$ cat src/rtl/registerset_param.sv
// Parameterised register file: one write port (load/inc/dec/clear) and two registered read ports.
// Optional macro REGSET_BYPASS_EN: a read of a register written at the same edge returns the new value.
module registerset_param #(
   parameter int unsigned DATA_WIDTH    = 8,
   parameter int unsigned SEL_WIDTH     = 2,
   parameter int unsigned NUM_REGISTERS = 4
) (
   input  logic                  clk,
   input  logic                  res,
   input  logic                  wr_en,
   input  logic [1:0]            wr_op,
   input  logic [SEL_WIDTH-1:0]  wr_sel,
   input  logic [DATA_WIDTH-1:0] reg_in,
   input  logic                  rd_en1,
   input  logic                  rd_en2,
   input  logic [SEL_WIDTH-1:0]  rd_sel1,
   input  logic [SEL_WIDTH-1:0]  rd_sel2,
   output logic [DATA_WIDTH-1:0] reg_out_1,
   output logic [DATA_WIDTH-1:0] reg_out_2,
   output logic                  wr_wrap
);

   localparam logic [1:0] OP_LOAD  = 2'b00;
   localparam logic [1:0] OP_INC   = 2'b01;
   localparam logic [1:0] OP_DEC   = 2'b10;
   localparam logic [1:0] OP_CLEAR = 2'b11;

   logic [DATA_WIDTH-1:0] regs       [NUM_REGISTERS];
   logic [DATA_WIDTH-1:0] regs_nxt_c [NUM_REGISTERS];
   logic [DATA_WIDTH-1:0] rd_view_c  [NUM_REGISTERS];
   logic [DATA_WIDTH-1:0] old_c;
   logic [DATA_WIDTH-1:0] new_c;
   logic [DATA_WIDTH-1:0] rd_data1_c;
   logic [DATA_WIDTH-1:0] rd_data2_c;
   logic                  wr_hit_c;
   logic                  wrap_c;

   // Write target lookup; selects beyond the implemented range never hit.
   always_comb begin
      wr_hit_c = 1'b0;
      old_c    = '0;
      for (int unsigned i = 0; i < NUM_REGISTERS; i++) begin
         if (wr_en && (wr_sel == SEL_WIDTH'(i))) begin
            wr_hit_c = 1'b1;
            old_c    = regs[i];
         end
      end
   end

   always_comb begin
      new_c = old_c;
      case (wr_op)
         OP_LOAD:  new_c = reg_in;
         OP_INC:   new_c = old_c + DATA_WIDTH'(1);
         OP_DEC:   new_c = old_c - DATA_WIDTH'(1);
         OP_CLEAR: new_c = '0;
         default:  new_c = old_c;
      endcase
   end

   always_comb begin
      wrap_c = wr_hit_c &&
               (((wr_op == OP_INC) && (old_c == {DATA_WIDTH{1'b1}})) ||
                ((wr_op == OP_DEC) && (old_c == '0)));
   end

   always_comb begin
      for (int unsigned i = 0; i < NUM_REGISTERS; i++) begin
         regs_nxt_c[i] = (wr_hit_c && (wr_sel == SEL_WIDTH'(i))) ? new_c : regs[i];
      end
   end

   // Read source: post-write contents when bypassing, current contents otherwise.
   always_comb begin
`ifdef REGSET_BYPASS_EN
      rd_view_c = regs_nxt_c;
`else
      rd_view_c = regs;
`endif
   end

   always_comb begin
      rd_data1_c = '0;
      rd_data2_c = '0;
      for (int unsigned i = 0; i < NUM_REGISTERS; i++) begin
         if (rd_sel1 == SEL_WIDTH'(i)) rd_data1_c = rd_view_c[i];
         if (rd_sel2 == SEL_WIDTH'(i)) rd_data2_c = rd_view_c[i];
      end
   end

   always_ff @(posedge clk) begin
      if (res) begin
         regs      <= '{default: '0};
         reg_out_1 <= '0;
         reg_out_2 <= '0;
         wr_wrap   <= 1'b0;
      end else begin
         regs    <= regs_nxt_c;
         wr_wrap <= wrap_c;
         if (rd_en1) reg_out_1 <= rd_data1_c;
         if (rd_en2) reg_out_2 <= rd_data2_c;
      end
   end

endmodule

$ cat config.mk
export PLATFORM = sky130hd
export DESIGN_NAME = registerset_param
export DESIGN_NICKNAME = d
export VERILOG_FILES = /design/src/rtl/registerset_param.sv
export SDC_FILE = /design/constraint.sdc
export NUM_CORES = 1
export LEC_CHECK = 0
export ABC_CLOCK_PERIOD_IN_PS = 3350
export CAP_MARGIN = 10
export CORE_AREA = 10 10 66 122
export DETAILED_ROUTE_END_ITERATION = 10
export DIE_AREA = 0 0 76 132
export PLACE_DENSITY = 0.74
export SYNTH_ARGS = -nofsm -noshare
export SYNTH_HDL_FRONTEND = slang
export SYNTH_SLANG_ARGS = --single-unit
$ cat constraint.sdc
create_clock -name clk -period 3.35 [get_ports clk]
set_input_delay 0.67 -clock clk [delete_from_list [all_inputs] [get_ports clk]]
set_output_delay 0.67 -clock clk [all_outputs]
set_load 0.01 [all_outputs]
==> flow_metrics.env <==
export IMPL_power_density_mw_per_mm2=373.8
export IMPL_synth_xor_area_share_pct=1.788
export IMPL_cp_end_kind="flip-flop"
export IMPL_multi_input_area_mm2=0.001844
export IMPL_worstPathRequired_ns=3.56
export IMPL_worst_path_stages=12
export IMPL_routedWlPerCell_um=18.49
export IMPL_instances_no_fill=443
export IMPL_crit_end="rd_view_c[22]"
export IMPL_outcome="completed"
export IMPL_cts_tree="built"
export IMPL_cts_root_buf="clkbuf_16"
export IMPL_reg2regPathDepth=9
export IMPL_drtPass1Iterations=4
export IMPL_synth_top_family_by_area="multiplexers"
export IMPL_placed_cell_area_mm2=0.003545
export IMPL_grt_max_degree=43
export IMPL_finClkSkew_ns=0.01023
export IMPL_dr_first_iter_drc_count=211
export IMPL_vias_per_cell=5.937
export IMPL_first_global_vias=2722
export IMPL_cts_hold_buf=0
export IMPL_rr_endpoint="rd_view_c[22]"
export IMPL_synth_simple_area_share_pct=14.94
export IMPL_cts_num_sinks=49
export IMPL_grt_usage_pct=16.42
export IMPL_grt_use_met2_pct=30.11
export IMPL_critPathSlowestCell="fa_1"
export IMPL_synth_fa_ha_area_share_pct=4.938
export IMPL_num_io_pins=38
export IMPL_syn_num_nets=338
export IMPL_critical_path_top_delay_family="compound AO/OA/AOI/OAI gates"
export IMPL_clockBufferDepth=2
export IMPL_critPathMaxFanout=5
export IMPL_crit_buf_inv=2
export IMPL_hold_viol=0
export IMPL_area_growth_syn_to_layout_pct=25.88
export IMPL_die_x_um=76
export IMPL_layout_nets=390
export IMPL_grt_pass1_wl_um=13450
export IMPL_syn_area_mm2=0.002939
export IMPL_leakagePower_nw=1.453
export IMPL_setup_viol=0
export IMPL_r2r_setup_slack_ns=0.63
export IMPL_gp_congestion=0.9005
export IMPL_synth_warnings=0
export IMPL_synth_compound_area_share_pct=17.71
export IMPL_fp_coreArea_mm2=0.006056
export IMPL_min_path_type="reg -> reg"
export IMPL_drive_above_1_share_pct=17.83
export IMPL_startpoint_type="primary input"
export IMPL_synthMuxAreaShare_pct=23.12
export IMPL_synth_seq_cells=49
export IMPL_drc=0
export IMPL_antenna_found_initial=0
export IMPL_worst_pin_slew_ns=0.5922
export IMPL_pre_cts_ws_ns=-0.3728
export IMPL_synthCells=306
export IMPL_synth_cell_types=45
export IMPL_slew_headroom_pct=60.40
export IMPL_gr_total_overflow=0
export IMPL_setup_slack_ns=0.2099
export IMPL_postSynthAreaPerCell_um2=9.605
export IMPL_criticalPathCategory="in -> reg"
export IMPL_fin_area_mm2=0.003700
export IMPL_htreeDepth=2
export IMPL_min_period_ns=3.140
export IMPL_seq_area_frac_synth_pct=33.38
export IMPL_io_buffer_count=37
export IMPL_place_detailed_hpwl_um=6360
export IMPL_finish_utilization_pct=61.10
export IMPL_die_area_mm2=0.01003
export IMPL_fp_row_count=40
export IMPL_seqCellArea_um2=980.9
export IMPL_rsz0062_at_grt="no"
export IMPL_vdd_ir_drop_max_mv=0.2122
export IMPL_crit_start="wr_sel[0]"
export IMPL_ant_nets=0
export IMPL_worstPathArrival_ns=3.35
export IMPL_met1_usage_pct=15.71
export IMPL_die_h_um=132
export IMPL_max_cap_violations=0
export IMPL_path_cells="dlygate4sd2_1, mux2_2, o21ai_0, nand2b_1, inv_1, fa_1, a21o_1, a211oi_1, o21bai_1, xor2_1, a22oi_2, o31ai_1"
export IMPL_grt_util_met3_pct=3.142
export IMPL_insertion_delay_ns=0.30
export IMPL_routed_wl_um=8192
export IMPL_clk_pin_slew_ns=0.07
export IMPL_timing_fmax_ghz=0.3185
export IMPL_maxSlewViolCount=0
export IMPL_post_cts_setup_buffers=0
export IMPL_grt_busiest_layer="met2"
export IMPL_antennaDiodeCount=0
export IMPL_dp_cells=435
export IMPL_total_power_mw=1.383
export IMPL_finalCritPeriodShare_pct=93.73
export IMPL_slowest_delay_ns=0.41
export IMPL_rr_startpoint="rd_view_c[18]"
export IMPL_fillers=513
export IMPL_cts_made_buffers=5
export IMPL_initial_core_util_pct=48.53
export IMPL_vias=2630
## registers in the layout, summed over array words and instances, names as in the netlist
name and count:
rd_view_c 32, reg_out_1 8, wr_wrap 1, reg_out_2 8
## layout by cell type, fill, tap and decap left out, types with 6 or more instances in the layout
cell type        netlist  final
nand2_1               16     16
o21ai_0                8      8
a211oi_1              21     21
dfxtp_1               49     49
clkdlybuf4s50_1        0     35
mux2i_1               21     21
ha_1                  10     10
mux4_2                18     18
nand3b_1               6      6
nor2_1                53     53
buf_4                  0     30
a21oi_1               17     17
## worst reg2reg max path, cell delays in order, from the launching register on
cell and delay (ns):
dfxtp_1 0.37, mux4_1 0.53, and2_1 0.19, ha_1 0.31, a21o_1 0.20, a211oi_1 0.30, o21bai_1 0.13, xor2_1 0.21
a22oi_2 0.12, o31ai_1 0.28
## worst min path at each step
stage | from | endpoint | slack, ns | cells after the start
floorplan | rd_view_c[14] | rd_view_c[14] | 0.48 | 2
global placement | reg_out_1[0] | reg_out_1[0] | 0.47 | 2
detailed placement | reg_out_1[7] | reg_out_1[7] | 0.48 | 2
CTS | reg_out_1[7] | reg_out_1[7] | 0.50 | 2
global route | reg_out_1[7] | reg_out_1[7] | 0.53 | 2
finish | reg_out_2[1] | reg_out_2[1] | 0.49 | 2
## synth_stat cells
cell	number	area share (%)
a22oi_1	3	0.77
mux2_2	1	0.38
nor2b_1	2	0.43
o22ai_1	3	0.64
or2_1	1	0.21
ha_1	10	4.3
a21o_1	1	0.26
nand3b_1	6	1.5
o211ai_1	2	0.51
a2111oi_0	1	0.30
nand2_1	16	2.0
and2_1	5	1.1
nand2b_4	1	0.47
o41ai_1	2	0.60
clkbuf_1	13	1.7
a31o_2	1	0.30
fa_1	1	0.68
xor2_1	2	0.60
mux4_1	2	1.8
o2111ai_1	2	0.60
buf_6	1	0.38
nand3_1	3	0.51
o21a_1	1	0.26
a21oi_1	17	2.9
or3_1	1	0.21
mux4_2	18	14
buf_1	2	0.26
nor2_1	53	6.8
buf_2	7	1.2
inv_1	5	0.64
xnor2_1	4	1.2
a32oi_2	1	0.55
mux2i_1	21	7.2
a211oi_1	21	5.4
a311oi_1	5	1.5
and3_1	1	0.21
nor3_1	1	0.17
or4_1	1	0.26
o32ai_2	1	0.55
dfxtp_1	49	33
nand4_1	3	0.64
o31ai_1	4	1.0
o21bai_1	1	0.26
nand2b_1	2	0.43
o21ai_0	8	1.4
## area by class of cell
cell class                 instances  share of cell area, %
multi-input combinational        229                  49.85
sequential                        49                  26.51
timing repair buffer              68                  16.44
clock buffer                       5                  3.382
tap                               84                  2.841
inverter                           5                 0.5073
clock inverter                     3                 0.4735
## timing repair
action	CTS	global route
cloned	0	0
pin swaps	0	0
setup endpoints to repair	5	9
resized for setup	2	3
## logic make-up after synthesis
| group | Yosys count |
|---|---|
| AND/OR/NAND/NOR | 96 |
| AO/OA/AOI/OAI | 74 |
| flip-flops | 49 |
| multiplexers | 42 |
| buffers and inverters | 28 |
| adder cells (fa/ha/maj) | 11 |
| XOR/XNOR | 6 |
## per-stage QoR
| step | hold slack, ns | setup TNS, ns |
|---|---|---|
| 5_1_grt | 0.5321 | 0 |
| 2_1_floorplan | 0.4818 | 0 |
| 6_report | 0.4937 | 0 |
| 3_3_place_gp | 0.4711 | -3.231 |
| 3_5_place_dp | 0.4841 | -3.991 |
| 4_1_cts | 0.4996 | 0 |
## routing by layer
layer,vias up,wire length (um)
met5,-,0
met3,34,422
li1,1246,-
met1,1255,2884
met4,0,493
met2,95,4392
## power by group
| part | internal [mW] | switching, mW |
|---|---|---|
| Combinational | 0.128 | 0.127 |
| Clock | 0.274 | 0.222 |
| Sequential | 0.604 | 0.0272 |
Note: power is estimated with default switching activity, not from simulation.
